`config.mk`:
```
export PLATFORM = sky130hd
export DESIGN_NAME = alu_issue_stage_flat
export DESIGN_NICKNAME = d
export VERILOG_FILES = /design/src/rtl/alu_issue_stage_if.sv /design/src/rtl/alu_issue_stage.sv /design/src/flat_wrapper.sv
export SDC_FILE = /design/constraint.sdc
export NUM_CORES = 1
export LEC_CHECK = 0
export CAP_MARGIN = 30
export CORE_MARGIN = 3
export CORE_UTILIZATION = 35
export CTS_CLUSTER_DIAMETER = 200
export DETAILED_ROUTE_END_ITERATION = 16
export PLACE_DENSITY = 0.72
export SYNTH_ARGS = -nofsm -noshare
export SYNTH_HDL_FRONTEND = slang
export SYNTH_SLANG_ARGS = --single-unit
```
`constraint.sdc`:
```
create_clock -name clk -period 2.7 [get_ports clk]
set_clock_uncertainty 0.05 [all_clocks]
set_input_delay 0.405 -clock clk [delete_from_list [all_inputs] [get_ports clk]]
set_output_delay 0.405 -clock clk [all_outputs]
set_load 0.01 [all_outputs]
```
`src/rtl/alu_issue_stage_if.sv`:
```
// Handshake/bus bundle between the ID-side producers and the ALU issue stage.
// The issue stage uses the slave modport. The ID and hazard side uses master.
interface alu_issue_stage_if #(
  parameter int unsigned DATA_WIDTH = 32,
  parameter int unsigned OP_WIDTH   = 4
);
  logic                  id_valid_i;
  logic                  stall_i;
  logic                  flush_i;
  logic [2:0]            alu_op_i;
  logic [5:0]            funct_i;
  logic [4:0]            shamt_i;
  logic                  alu_src_i;
  logic [DATA_WIDTH-1:0] rs_data_i;
  logic [DATA_WIDTH-1:0] rt_data_i;
  logic [DATA_WIDTH-1:0] imm_i;
  logic [1:0]            fwd_a_sel_i;
  logic [1:0]            fwd_b_sel_i;
  logic [DATA_WIDTH-1:0] exmem_result_i;
  logic [DATA_WIDTH-1:0] memwb_result_i;

  logic                  ex_valid_o;
  logic [OP_WIDTH-1:0]   alu_operation_o;
  logic [DATA_WIDTH-1:0] alu_a_o;
  logic [DATA_WIDTH-1:0] alu_b_o;
  logic [4:0]            alu_shamt_o;
  logic [DATA_WIDTH-1:0] store_data_o;
  logic                  illegal_op_o;

  modport master (
    output id_valid_i, stall_i, flush_i, alu_op_i, funct_i, shamt_i, alu_src_i,
           rs_data_i, rt_data_i, imm_i, fwd_a_sel_i, fwd_b_sel_i,
           exmem_result_i, memwb_result_i,
    input  ex_valid_o, alu_operation_o, alu_a_o, alu_b_o, alu_shamt_o,
           store_data_o, illegal_op_o
  );

  modport slave (
    input  id_valid_i, stall_i, flush_i, alu_op_i, funct_i, shamt_i, alu_src_i,
           rs_data_i, rt_data_i, imm_i, fwd_a_sel_i, fwd_b_sel_i,
           exmem_result_i, memwb_result_i,
    output ex_valid_o, alu_operation_o, alu_a_o, alu_b_o, alu_shamt_o,
           store_data_o, illegal_op_o
  );
endinterface

```
`src/rtl/alu_issue_stage.sv`:
```
// ID/EX issue stage feeding the 32-bit ALU. It decodes ALUOp and funct into an
// ALUOperation code, registers the operands, and applies EX-stage forwarding.
module alu_issue_stage #(
  parameter int unsigned DATA_WIDTH = 32,
  parameter int unsigned OP_WIDTH   = 4
) (
  input  logic             clk,
  input  logic             reset,
  alu_issue_stage_if.slave bus
);

  typedef enum logic [3:0] {
    OP_AND = 4'b0000,
    OP_OR  = 4'b0001,
    OP_NOR = 4'b0010,
    OP_ADD = 4'b0011,
    OP_SUB = 4'b0100,
    OP_LUI = 4'b0101,
    OP_SLL = 4'b0110,
    OP_SRL = 4'b0111,
    OP_NOP = 4'b1111
  } alu_oper_e;

  typedef enum logic [2:0] {
    CLS_RTYPE = 3'b000,
    CLS_ADD   = 3'b001,
    CLS_SUB   = 3'b010,
    CLS_OR    = 3'b011,
    CLS_AND   = 3'b100,
    CLS_LUI   = 3'b101
  } alu_class_e;

  typedef enum logic [1:0] {
    FWD_REG   = 2'b00,
    FWD_EXMEM = 2'b01,
    FWD_MEMWB = 2'b10
  } fwd_sel_e;

  alu_oper_e             w_dec_op;
  logic                  w_dec_illegal;

  logic                  r_valid;
  alu_oper_e             r_op;
  logic                  r_illegal;
  logic [4:0]            r_shamt;
  logic                  r_alu_src;
  logic [DATA_WIDTH-1:0] r_rs;
  logic [DATA_WIDTH-1:0] r_rt;
  logic [DATA_WIDTH-1:0] r_imm;

  logic [DATA_WIDTH-1:0] w_fwd_a;
  logic [DATA_WIDTH-1:0] w_fwd_b;

  // ID-side decode of ALUOp and funct.
  always_comb begin
    w_dec_op      = OP_NOP;
    w_dec_illegal = 1'b0;
    case (bus.alu_op_i)
      CLS_RTYPE: begin
        case (bus.funct_i)
          6'h20:   w_dec_op = OP_ADD;
          6'h22:   w_dec_op = OP_SUB;
          6'h24:   w_dec_op = OP_AND;
          6'h25:   w_dec_op = OP_OR;
          6'h27:   w_dec_op = OP_NOR;
          6'h00:   w_dec_op = OP_SLL;
          6'h02:   w_dec_op = OP_SRL;
          default: begin
            w_dec_op      = OP_NOP;
            w_dec_illegal = 1'b1;
          end
        endcase
      end
      CLS_ADD: w_dec_op = OP_ADD;
      CLS_SUB: w_dec_op = OP_SUB;
      CLS_OR:  w_dec_op = OP_OR;
      CLS_AND: w_dec_op = OP_AND;
      CLS_LUI: w_dec_op = OP_LUI;
      default: begin
        w_dec_op      = OP_NOP;
        w_dec_illegal = 1'b1;
      end
    endcase
  end

  // EX registers. A flush overrides a stall. An invalid ID slot loads as a NOP.
  always_ff @(posedge clk or negedge reset) begin
    if (!reset) begin
      r_valid   <= 1'b0;
      r_op      <= OP_NOP;
      r_illegal <= 1'b0;
      r_shamt   <= '0;
      r_alu_src <= 1'b0;
      r_rs      <= '0;
      r_rt      <= '0;
      r_imm     <= '0;
    end else if (bus.flush_i) begin
      r_valid   <= 1'b0;
      r_op      <= OP_NOP;
      r_illegal <= 1'b0;
      r_shamt   <= '0;
      r_alu_src <= 1'b0;
      r_rs      <= '0;
      r_rt      <= '0;
      r_imm     <= '0;
    end else if (!bus.stall_i) begin
      r_valid   <= bus.id_valid_i;
      r_op      <= bus.id_valid_i ? w_dec_op : OP_NOP;
      r_illegal <= bus.id_valid_i & w_dec_illegal;
      r_shamt   <= bus.shamt_i;
      r_alu_src <= bus.alu_src_i;
      r_rs      <= bus.rs_data_i;
      r_rt      <= bus.rt_data_i;
      r_imm     <= bus.imm_i;
    end
  end

  // The bypass muxes sit after the EX registers, so a stalled instruction
  // still picks up bypass values that change while it waits.
  always_comb begin
    case (bus.fwd_a_sel_i)
      FWD_EXMEM: w_fwd_a = bus.exmem_result_i;
      FWD_MEMWB: w_fwd_a = bus.memwb_result_i;
      default:   w_fwd_a = r_rs;
    endcase
  end

  always_comb begin
    case (bus.fwd_b_sel_i)
      FWD_EXMEM: w_fwd_b = bus.exmem_result_i;
      FWD_MEMWB: w_fwd_b = bus.memwb_result_i;
      default:   w_fwd_b = r_rt;
    endcase
  end

  // Operand outputs are forced to zero while reset is held, even with live bypass inputs.
  always_comb begin
    bus.alu_a_o      = '0;
    bus.alu_b_o      = '0;
    bus.store_data_o = '0;
    if (reset) begin
      bus.alu_a_o      = w_fwd_a;
      bus.alu_b_o      = r_alu_src ? r_imm : w_fwd_b;
      bus.store_data_o = w_fwd_b;
    end
  end

  assign bus.ex_valid_o      = r_valid;
  assign bus.alu_operation_o = OP_WIDTH'(r_op);
  assign bus.alu_shamt_o     = r_shamt;
  assign bus.illegal_op_o    = r_illegal;

endmodule

```
`src/flat_wrapper.sv`:
```
// flat-port wrapper written by rule: the top's interface ports become plain ports
module alu_issue_stage_flat 
#(
  parameter int unsigned DATA_WIDTH = 32,
  parameter int unsigned OP_WIDTH   = 4
)
  (clk, reset, bus_id_valid_i, bus_stall_i, bus_flush_i, bus_alu_op_i, bus_funct_i, bus_shamt_i, bus_alu_src_i, bus_rs_data_i, bus_rt_data_i, bus_imm_i, bus_fwd_a_sel_i, bus_fwd_b_sel_i, bus_exmem_result_i, bus_memwb_result_i, bus_ex_valid_o, bus_alu_operation_o, bus_alu_a_o, bus_alu_b_o, bus_alu_shamt_o, bus_store_data_o, bus_illegal_op_o);
  alu_issue_stage_if #(.DATA_WIDTH(DATA_WIDTH), .OP_WIDTH(OP_WIDTH)) bus_i ();
  input  logic clk;
  input  logic reset;
  input wire logic [$bits(bus_i.id_valid_i)-1:0] bus_id_valid_i;
  input wire logic [$bits(bus_i.stall_i)-1:0] bus_stall_i;
  input wire logic [$bits(bus_i.flush_i)-1:0] bus_flush_i;
  input wire logic [$bits(bus_i.alu_op_i)-1:0] bus_alu_op_i;
  input wire logic [$bits(bus_i.funct_i)-1:0] bus_funct_i;
  input wire logic [$bits(bus_i.shamt_i)-1:0] bus_shamt_i;
  input wire logic [$bits(bus_i.alu_src_i)-1:0] bus_alu_src_i;
  input wire logic [$bits(bus_i.rs_data_i)-1:0] bus_rs_data_i;
  input wire logic [$bits(bus_i.rt_data_i)-1:0] bus_rt_data_i;
  input wire logic [$bits(bus_i.imm_i)-1:0] bus_imm_i;
  input wire logic [$bits(bus_i.fwd_a_sel_i)-1:0] bus_fwd_a_sel_i;
  input wire logic [$bits(bus_i.fwd_b_sel_i)-1:0] bus_fwd_b_sel_i;
  input wire logic [$bits(bus_i.exmem_result_i)-1:0] bus_exmem_result_i;
  input wire logic [$bits(bus_i.memwb_result_i)-1:0] bus_memwb_result_i;
  output wire logic [$bits(bus_i.ex_valid_o)-1:0] bus_ex_valid_o;
  output wire logic [$bits(bus_i.alu_operation_o)-1:0] bus_alu_operation_o;
  output wire logic [$bits(bus_i.alu_a_o)-1:0] bus_alu_a_o;
  output wire logic [$bits(bus_i.alu_b_o)-1:0] bus_alu_b_o;
  output wire logic [$bits(bus_i.alu_shamt_o)-1:0] bus_alu_shamt_o;
  output wire logic [$bits(bus_i.store_data_o)-1:0] bus_store_data_o;
  output wire logic [$bits(bus_i.illegal_op_o)-1:0] bus_illegal_op_o;
  assign bus_i.id_valid_i = bus_id_valid_i;
  assign bus_i.stall_i = bus_stall_i;
  assign bus_i.flush_i = bus_flush_i;
  assign bus_i.alu_op_i = bus_alu_op_i;
  assign bus_i.funct_i = bus_funct_i;
  assign bus_i.shamt_i = bus_shamt_i;
  assign bus_i.alu_src_i = bus_alu_src_i;
  assign bus_i.rs_data_i = bus_rs_data_i;
  assign bus_i.rt_data_i = bus_rt_data_i;
  assign bus_i.imm_i = bus_imm_i;
  assign bus_i.fwd_a_sel_i = bus_fwd_a_sel_i;
  assign bus_i.fwd_b_sel_i = bus_fwd_b_sel_i;
  assign bus_i.exmem_result_i = bus_exmem_result_i;
  assign bus_i.memwb_result_i = bus_memwb_result_i;
  assign bus_ex_valid_o = bus_i.ex_valid_o;
  assign bus_alu_operation_o = bus_i.alu_operation_o;
  assign bus_alu_a_o = bus_i.alu_a_o;
  assign bus_alu_b_o = bus_i.alu_b_o;
  assign bus_alu_shamt_o = bus_i.alu_shamt_o;
  assign bus_store_data_o = bus_i.store_data_o;
  assign bus_illegal_op_o = bus_i.illegal_op_o;
  alu_issue_stage #(.DATA_WIDTH(DATA_WIDTH), .OP_WIDTH(OP_WIDTH)) u_core (.clk(clk), .reset(reset), .bus(bus_i));
endmodule
```
# Word level (Yosys, flattened, before mapping)
# Index checks and enable logic that the tools add are counted.
# Widths: inputs -> output; s select.
[word_totals]
input_bits = 184
register_bits = 108
out_inout_bits = 107
[classes]
n_eq_ne = 16
bitwise_logic = 1
n_reduce_logical = 4
muxes = 27
[ops]
columns = ["cell", "count"]
rows = [
  ["$mux 32", 10],
  ["$pmux 32 s2", 2],
  ["$eq 6x6->1 const B", 5],
  ["$pmux 4 s7", 1],
  ["$pmux 4 s6", 1],
  ["$mux 4", 3],
  ["$mux 5", 2],
  ["$mux 1", 7],
  ["$reduce_or 7->1", 1],
  ["$eq 3x2->1 const B", 2],
  ["$eq 3x3->1 const B", 2],
  ["$eq 6x2->1 const B", 1],
  ["$logic_not 6->1", 1],
  ["$reduce_or 5->1", 1],
  ["$eq 2x1->1 const B", 2],
  ["$eq 2x2->1 const B", 2],
  ["$eq 3x1->1 const B", 1],
  ["$logic_not 3->1", 1],
  ["$ne 2x1->1 const B", 1],
  ["$pmux 1 s2", 1],
  ["$and 1x1->1", 1],
]

# Logic depth before layout (Yosys ltp)
# Gate-level depths: netlist of run 1.
[logic_depth]
word_depth = 7
mapped_depth = 7
depth_no_buf = 5

# Least setup slack after synthesis of run 1
# No wires, ideal clock.
[synth_path]
path_type = "input to output"
start = "in bus_fwd_b_sel_i[0]"
end = "out bus_alu_b_o[10]"
t_arrival_ns = 1.597
n_path_buf = 2
setup_slack_ns = 0.648
cell_stages = 7
path_cell_list = "inv_1 > ha_1 > clkbuf_1 > clkbuf_1 > a221o_1 > o21ai_1 > o21ai_1"
[synth_via]
elab_chain_len = 4
word_cells_on_any_way = 5
cone_classes = "2 x eq/ne; 3 x mux"
[synth_rtl]
columns = ["element", "line", "rtl"]
rows = [
  ["start, declared", "flat_wrapper.sv:22", "input wire logic [$bits(bus_i.fwd_b_sel_i)-1:0] bus_fwd_b_sel_i;"],
  ["$eq 2x2->1 or $eq 2x1->1 (tied branches)", "alu_issue_stage.sv:129", "case (bus.fwd_b_sel_i)"],
  ["$pmux 32 s2 *", "alu_issue_stage.sv:129", ""],
  ["$mux 32 *", "alu_issue_stage.sv:143", "bus.alu_b_o = r_alu_src ? r_imm : w_fwd_b;"],
  ["$mux 32 *", "alu_issue_stage.sv:141", "if (reset) begin"],
  ["end, declared", "flat_wrapper.sv:28", "output wire logic [$bits(bus_i.alu_b_o)-1:0] bus_alu_b_o;"],
]
# Mark *: on every way between the ends. The rest lies on a longest branch, timed or not.

# Worst setup path in the final report of run 1
[layout_path]
start = "in bus_fwd_a_sel_i[1]"
end = "out bus_alu_a_o[6]"
[layout_via]
elab_chain_len = 3
word_cells_on_any_way = 4
cone_classes = "2 x eq/ne; 2 x mux"
[layout_rtl]
columns = ["element", "line", "rtl"]
rows = [
  ["start, declared", "flat_wrapper.sv:21", "input wire logic [$bits(bus_i.fwd_a_sel_i)-1:0] bus_fwd_a_sel_i;"],
  ["$eq 2x2->1 or $eq 2x1->1 (tied branches)", "alu_issue_stage.sv:121", "case (bus.fwd_a_sel_i)"],
  ["$pmux 32 s2 *", "alu_issue_stage.sv:121", ""],
  ["$mux 32 *", "alu_issue_stage.sv:141", ""],
  ["end, declared", "flat_wrapper.sv:27", "output wire logic [$bits(bus_i.alu_a_o)-1:0] bus_alu_a_o;"],
]
# Marked as above.

==> results of run 1 <==
[path summary, 6_finish.rpt]
kind / to / depth (start not counted) / start / slack [ns]
setup / recovery: bus_alu_a_o[6] / 8 / bus_fwd_a_sel_i[1] / 0.07
hold / removal: u_core.bus.illegal_op_o / 2 / bus_flush_i / 0.25
setup reg to reg: u_core.bus.alu_operation_o[1] / 2 / u_core.bus.alu_operation_o[1] / 1.80
hold reg to reg: u_core.bus.alu_operation_o[3] / 2 / u_core.bus.alu_operation_o[3] / 0.47
max in group asynchronous: u_core.bus.alu_operation_o[0] / 4 / reset / 1.55
min in group asynchronous: u_core.r_imm[17] / 3 / reset / 0.52
[power groups by stage]
| stage | logic [mW] | clock network [mW] | registers, mW |
|---|---|---|---|
| 2_1_floorplan | 0.572 | 0 | 1.78 |
| 3_3_place_gp | 1.33 | 0 | 1.79 |
| 3_5_place_dp | 1.35 | 0 | 1.79 |
| 4_1_cts | 1.33 | 1.43 | 1.76 |
| 5_1_grt | 1.45 | 1.48 | 1.78 |
| 6_report | 1.34 | 1.39 | 1.77 |
[kinds of logic (layout without fill, tap and decap cells)]
| kind of cell | count (synthesis) | after routing | share of synthesized area [%] |
|---|---|---|---|
| AO/OA/AOI/OAI | 175 | 175 | 18.0 |
| other | 0 | 1 | 0 |
| XOR/XNOR | 2 | 2 | 0.273 |
| multiplexers | 103 | 103 | 16.1 |
| adder cells (fa/ha/maj) | 4 | 4 | 0.780 |
| flip-flops | 108 | 108 | 42.2 |
| AND/OR/NAND/NOR | 251 | 251 | 17.9 |
| buffers and inverters | 75 | 345 | 4.74 |
[sequential cells by signal, indices dropped and copies added (netlist names)]
register,flops
u_core.r_imm,32
u_core.r_rs,32
u_core.r_rt,32
u_core.bus.alu_shamt_o,5
u_core.bus.alu_operation_o,4
u_core.bus.ex_valid_o,1
u_core.bus.illegal_op_o,1
u_core.r_alu_src,1
[layout by cell type (no fill, tap or decap), types with 2 or more instances in the layout]
cell type and count:
sky130_fd_sc_hd__ha_4 2, sky130_fd_sc_hd__a21oi_1 4, sky130_fd_sc_hd__o32ai_1 2, sky130_fd_sc_hd__nand2b_1 5
sky130_fd_sc_hd__dfrtp_1 104, sky130_fd_sc_hd__mux2i_1 102, sky130_fd_sc_hd__o21ai_4 6, sky130_fd_sc_hd__dlygate4sd2_1 96
sky130_fd_sc_hd__inv_6 2, sky130_fd_sc_hd__buf_12 14, sky130_fd_sc_hd__clkdlybuf4s50_1 189, sky130_fd_sc_hd__a221o_1 32
sky130_fd_sc_hd__a22oi_1 30, sky130_fd_sc_hd__nor2_1 107, sky130_fd_sc_hd__and2_1 33, sky130_fd_sc_hd__a22oi_2 3
sky130_fd_sc_hd__inv_1 7, sky130_fd_sc_hd__nand2_1 66, sky130_fd_sc_hd__o21ai_0 31, sky130_fd_sc_hd__o21ai_2 15
sky130_fd_sc_hd__ha_1 2, sky130_fd_sc_hd__dfstp_2 4, sky130_fd_sc_hd__buf_4 15, sky130_fd_sc_hd__o21ai_1 44
sky130_fd_sc_hd__clkinv_4 2, sky130_fd_sc_hd__buf_6 3, sky130_fd_sc_hd__clkbuf_16 9, sky130_fd_sc_hd__nor2b_1 32
[what timing repair did]
action	CTS	global route
endpoints found under the hold margin	26	0
hold buffers	1	0
endpoints found under the setup margin	96	56
gates resized for setup	130	6
setup buffers	4	0
cloned	1	0
[area by class of cell]
type                            instances  area [um2]
Clock buffer                            9         225
Antenna cell                            1        2.50
Fill cell                            1610        7480
Sequential cell                       108        2710
Clock inverter                          7        81.3
Inverter                                8        30.0
Tap cell                              225         282
Multi-Input combinational cell        535        3570
Timing Repair Buffer                  321        3220
[per-layer routing]
metal | wire length, um | GRT usage (%)
met1 | 11400 | 35.2
met2 | 11200 | 36.9
met3 | 1560 | 4.38
met4 | 397 | 5.35
met5 | 0 | 0
[stage by stage]
stage	utilization, %	hold WS (ns)	total power [mW]
finish	57.5	0.249	4.50
CTS	57.3	0.240	4.53
detailed placement	55.1	0.332	3.14
global placement	55.1	0.332	3.12
floorplan	-	0.0594	2.35
global route	57.5	0.251	4.71
[worst max-delay path, cell delays in order]
cell	delay [ns]
sky130_fd_sc_hd__clkdlybuf4s50_1	0.53
sky130_fd_sc_hd__inv_1	0.06
sky130_fd_sc_hd__ha_1	0.21
sky130_fd_sc_hd__buf_12	0.18
sky130_fd_sc_hd__a22oi_1	0.25
sky130_fd_sc_hd__o21ai_0	0.10
sky130_fd_sc_hd__and2_1	0.15
sky130_fd_sc_hd__dlygate4sd2_1	0.28
==> results.md, run 1 <==
| Result | Value | Unit |
| --- | --- | --- |
| Result of the run | finished clean | - |
| Number of instances in the synthesized netlist | 718 | - |
| Die area | 0.0200 | mm2 |
| Global-route wire length before repair | 37000 | um |
| CTS Buffer Depth | 2 | - |
| Setup_tns | 0 | ns |
| Cell types occupying the most area after synthesis | sky130_fd_sc_hd__dfrtp_1 41%, sky130_fd_sc_hd__mux2i_1 16%, sky130_fd_sc_hd__nor2_1 6.3% | - |
| Power density over the cells | 444 | mW/mm2 |
| Finish-stage setup viols | 0 | - |
| Nets | 1171 | - |
| Switching share of total power | 30.1 | % |
| Final hold vios | 0 | - |
| Post-route cell area | 0.0101 | mm2 |
| Period utilization | 97.4 | % |
| Clk network pwr share | 30.9 | % |
| Total of max-cap violations | 0 | - |
| Cell area after placement | 0.00969 | mm2 |
| Share of power burned in registers | 39.3 | % |
| Headroom to the max-slew limit | 55.3 | % |
| P_int | 3.14 | mW |
| Portion of synthesized cell area occupied by the leading cell type | 40.6 | % |
| Largest fanout on the critical path | 32 | - |
| Kind of critical path | in2out | - |
| Antenna violation net count after detailed routing | 0 | - |
| Length of the first detailed-routing pass in iterations | 5 | - |
| Flip-flop cell with the highest count after synthesis | sky130_fd_sc_hd__dfrtp_1 | - |
| Vias per std cell | 5.23 | - |
| Number of global-route vias before repair | 6327 | - |
| Antenna violations before repair | 1 | - |
| Tightest Hold Check Type | in2reg | - |
| Clk Tree Root Cell | sky130_fd_sc_hd__clkbuf_16 | - |
| Initial cell density of the core | 36.4 | % |
| I/O pin count | 291 | - |
| Final Routed Wirelength | 24600 | um |
| Dpl hpwl | 18800 | um |
| Count of vias placed by the detailed router | 6346 | - |
| Final Critical Period | 2.63 | ns |
| Portion of the post-synthesis area used by sequential elements | 42.2 | % |
| Kind of launch point of the worst setup path | input port | - |
| Aggregate global-route resource usage | 23.9 | % |
| Post-Synthesis Net Count | 906 | - |
| H-tree levels | 3 | - |
| Worst-Skew Late Latency | 0.35 | ns |
| Gr ovfl total | 0 | - |
| Cell leakage power | 4.74 | nW |
| Fraction of layout instances using a drive strength above 1 | 8.40 | % |
| Count leader, synth | sky130_fd_sc_hd__nor2_1 | - |
| IR Drop Worst-Case VDD | 353 | uV |
| Peak clock frequency supported by timing | 380 | MHz |
| Wirelength per Cell | 20.3 | um |
| Standard-cell row count | 48 | - |
| Last weighted congestion value of the routability-driven placer | 0.868 | - |
| IO buf count | 290 | - |
| Syn-to-layout area delta | 57.8 | % |
| Core Footprint | 0.0176 | mm2 |
| Die Width | 141 | um |
| Post-CTS clock slew at the launch and capture registers of the worst setup and hold paths | 0.07 | ns |
| Leading post-synthesis cells by instance count | 107 x sky130_fd_sc_hd__nor2_1, 104 x sky130_fd_sc_hd__dfrtp_1, 102 x sky130_fd_sc_hd__mux2i_1 | - |
| Share of total power in combinational logic | 29.8 | % |
| Transition time at the pin with the least slew margin | 0.671 | ns |
| Minimum setup slack after placement | -0.389 | ns |
| TritonCTS clock tree | built | - |
| Kind of end point of the critical path | primary output | - |
| Clock sink count | 108 | - |
| Count of pins over their slew limit | 0 | - |
| Least setup slack across all paths after layout | 0.0709 | ns |
| Yosys warns | 0 | - |
| Crit path DAT | 2.17 | ns |
| Synthesized area divided by synthesized cell count | 8.93 | um2 |
| Number of buffers inserted during clock tree synthesis | 9 | - |
| Number of enable flip-flop cells after synthesis | 0 | - |
| Psw | 1.35 | mW |
| Cell Area, Synth | 0.00641 | mm2 |
| Unique masters post-synth | 40 | - |
| Pin count of the biggest net entering global routing | 62 | - |
| Final cell count without fillers | 1214 | - |
| Vert. Die Dim | 141 | um |
| Detailed-route DRC error count | 0 | - |
| Number of placed instances, taps included | 1191 | - |
| Violation count after the first detailed-routing iteration | 396 | - |
| Crit path required time | 2.25 | ns |
| Share of synthesized registers carrying an async set or reset | 100 | % |
| Library cell occupying the most area in the post-synthesis netlist | sky130_fd_sc_hd__dfrtp_1 | - |
| Total of flip-flops plus latches after synthesis | 108 | - |
| Unrepaired setup endpoints after global routing | no | - |
Power figures use the tool's default switching activity.
==> inputs of run 2 (changes only) <==
--- a/config.mk
+++ b/config.mk
@@ -6,7 +6,6 @@
 export NUM_CORES = 1
 export LEC_CHECK = 0
 export CAP_MARGIN = 30
-export CORE_MARGIN = 3
 export CORE_UTILIZATION = 35
 export CTS_CLUSTER_DIAMETER = 200
 export DETAILED_ROUTE_END_ITERATION = 16
==> run 2 against run 1 <==
Sequential power about the same; sequential share of layout area decreased by 0.082 points; maximum frequency increased by 0.26%; count of clock-buffer cells in the layout increased by 2; design area increased by 0.31%; first-iteration DRC count decreased by 5.1%; clock power about the same; global-route usage increased by 1.7 points; wire length decreased by 1.5%; utilization decreased by 1.0 points; worst hold slack got worse by 0.23 ns; register-to-register slack got worse by 0.02 ns; critical path type unchanged.
==> results.md, run 2 (synthesis gave the netlist of run 1 again) <==
| Result | Value | Unit | Delta |
| --- | --- | --- | --- |
| Result of the run | finished clean | - |  |
| Area of the multi-input gates | 0.00352 | mm2 | -1.2% |
| CTS Buffer Depth | 2 | - | unchanged |
| Aggregate global-route resource usage | 25.6 | % | +1.7 points |
| Kind of critical path | in2out | - |  |
| Clk Tree Root Cell | sky130_fd_sc_hd__clkbuf_16 | - |  |
| Number of global-route vias before repair | 6180 | - | -2.3% |
| Critical Path Source | bus_fwd_a_sel_i[0] | - |  |
| H-tree levels | 3 | - | unchanged |
| Antenna violation net count after detailed routing | 0 | - | unchanged |
| Largest registers | u_core.r_imm x32, u_core.r_rs x32, u_core.r_rt x32 | - |  |
| Standard-cell row count | 49 | - | +2.1% |
| Worst-Skew Late Latency | 0.35 | ns | about the same |
| Vert. Die Dim | 137 | um | -2.8% |
| Worst slack on hold paths | 0.0188 | ns | -0.230 ns |
| Fillcell total | 1674 | - | +4.0% |
| Tightest Hold Check Type | in2async | - |  |
| Cell area after placement | 0.00969 | mm2 | about the same |
| Vias per std cell | 5.24 | - | +0.32% |
| Peak clock frequency supported by timing | 381 | MHz | +0.26% |
| Leading cell type in the layout, fill and taps excluded | sky130_fd_sc_hd__clkdlybuf4s50_1 | - |  |
| Post-route total power | 4.52 | mW | +0.47% |
| Crit path required time | 2.25 | ns | about the same |
| Antenna violations before repair | 1 | - | unchanged |
| Die Width | 137 | um | -2.8% |
| Violation count after the first detailed-routing iteration | 376 | - | -5.1% |
| Post-CTS clock slew at the launch and capture registers of the worst setup and hold paths | 0.07 | ns | about the same |
| Final Critical Period | 2.62 | ns | -0.00694 ns |
| Dpl hpwl | 17800 | um | -5.1% |
| Sequential cell area | 0.00271 | mm2 | unchanged |
| Last weighted congestion value of the routability-driven placer | 0.855 | - | -1.5% |
| Reg-to-reg critical path endpoint | u_core.bus.alu_operation_o[0] | - |  |
| Setup_tns | 0 | ns | unchanged |
| Final Routed Wirelength | 24300 | um | -1.5% |
| IR Drop Worst-Case VDD | 302 | uV | -14% |
| Count of cells along the worst register-to-register path | 2 | - | unchanged |
| Core Footprint | 0.0180 | mm2 | +2.1% |
| Largest fanout on the critical path | 20 | - | -38% |
| Fraction of layout instances using a drive strength above 1 | 8.38 | % | -0.017 points |
| Pin count of the biggest net entering global routing | 107 | - | +73% |
| Initial cell density of the core | 35.7 | % | -0.74 points |
| Count of pins over their slew limit | 0 | - | unchanged |
| Die area | 0.0189 | mm2 | -5.6% |
| Worst reg2reg startpoint | u_core.bus.alu_operation_o[0] | - |  |
| Number of buffers inserted during clock tree synthesis | 9 | - | unchanged |
| Headroom to the max-slew limit | 58.4 | % | +3.1 points |
| Gr ovfl total | 0 | - | unchanged |
| Kind of end point of the critical path | primary output | - |  |
| Crit path DAT | 2.17 | ns | about the same |
| Power density over the cells | 445 | mW/mm2 | +0.16% |
| Syn-to-layout area delta | 58.3 | % |  |
| Register-to-register path setup slack | 1.78 | ns | -0.02 ns |
| Global-route wire length before repair | 35800 | um | -3.4% |
| Buffers inserted by post-CTS timing repair | 0 | - | -4 |
| Minimum setup slack after placement | -0.410 | ns | -0.0214 ns |
| IO buf count | 290 | - | unchanged |
| Kind of launch point of the worst setup path | input port | - |  |
| Nets | 1173 | - | +0.17% |
| Final hold vios | 0 | - | unchanged |
| Leading cell types in the layout, fill and taps excluded | 200 x sky130_fd_sc_hd__clkdlybuf4s50_1, 107 x sky130_fd_sc_hd__nor2_1, 104 x sky130_fd_sc_hd__dfrtp_1, 102 x sky130_fd_sc_hd__mux2i_1, 80 x sky130_fd_sc_hd__dlygate4sd2_1 | - |  |
| Finish-stage setup viols | 0 | - | unchanged |
| Cell leakage power | 4.74 | nW | about the same |
| Unrepaired setup endpoints after global routing | no | - |  |
| Least setup slack across all paths after layout | 0.0778 | ns | +0.00694 ns |
| Total of max-cap violations | 0 | - | unchanged |
| I/O pin count | 291 | - | unchanged |
| Detailed-route DRC error count | 0 | - | unchanged |
| Clock sink count | 108 | - | unchanged |
| Period utilization | 97.1 | % | -0.26 points |
| Count of vias placed by the detailed router | 6398 | - | +0.82% |
| Wirelength per Cell | 19.9 | um | -1.9% |
| Transition time at the pin with the least slew margin | 0.624 | ns | -0.0465 ns |
| TritonCTS clock tree | built | - |  |
| Post-route cell area | 0.0101 | mm2 | +0.31% |
| Length of the first detailed-routing pass in iterations | 6 | - | +1 |
-- run 2: area by class of cell --
type                       count  area share [%]
antenna                        1          0.0247
clock buffer                  11            2.39
timing repair buffer         323            32.5
inverter                       8           0.296
multi-input combinational    535            34.7
tap                          229            2.82
clock inverter                 5           0.592
sequential                   108            26.7
-- run 2: repair_timing --
item | CTS | global route
pin swaps | 5 | 1
cloned | 3 | 0
hold buffers | 2 | 0
endpoints found under the setup margin | 96 | 6
gates resized for setup | 123 | 6
hold endpoints to repair | 32 | 0
-- run 2: worst max-delay path by stage --
stage               depth (start not counted)  slack, ns               to
finish                                      7       0.08  bus_alu_a_o[14]
CTS                                         8       0.02  bus_alu_b_o[30]
global placement                            9      -0.37   bus_alu_b_o[1]
detailed placement                          9      -0.41   bus_alu_b_o[1]
global route                                8      0.001  bus_alu_a_o[17]
floorplan                                   7       0.65  bus_alu_b_o[10]
-- run 2: worst max-delay path, cell delays in order --
cell                              delay, ns
sky130_fd_sc_hd__clkdlybuf4s50_1       0.50
sky130_fd_sc_hd__inv_1                 0.09
sky130_fd_sc_hd__ha_4                  0.27
sky130_fd_sc_hd__bufbuf_16             0.29
sky130_fd_sc_hd__o21ai_0               0.17
sky130_fd_sc_hd__and2_1                0.16
sky130_fd_sc_hd__dlygate4sd2_1         0.27
-- run 2: per-stage QoR --
stage / utilization [%] / std cells
final: 56.5 / 1220
after global routing: 56.5 / 1220
after CTS: 56.4 / 1219
after detailed placement: 54.0 / 1198
after global placement: 54.0 / 1198
after floorplan: - / 718
-- run 2: where the power goes --
part | switching (mW) | total (mW) | internal (mW) | leakage (nW)
sequential | 0.0572 | 1.77 | 1.71 | 1.42
clock | 0.626 | 1.38 | 0.750 | 0.146
combinational | 0.648 | 1.38 | 0.728 | 3.17
-- run 2: per-layer routing --
layer	GRT usage, %	wire length [um]
met3	4.23	1180
met5	0	0
met2	39.4	11100
met1	35.8	11200
met4	9.83	791
==> inputs of run 3 (changes only) <==
--- a/config.mk
+++ b/config.mk
@@ -5,7 +5,7 @@
 export SDC_FILE = /design/constraint.sdc
 export NUM_CORES = 1
 export LEC_CHECK = 0
-export CAP_MARGIN = 30
+export CAP_MARGIN = 20
 export CORE_UTILIZATION = 35
 export CTS_CLUSTER_DIAMETER = 200
 export DETAILED_ROUTE_END_ITERATION = 16
==> results of run 3 <==
Same layout as run 2: the final DEF is identical, and so are final timing and power.
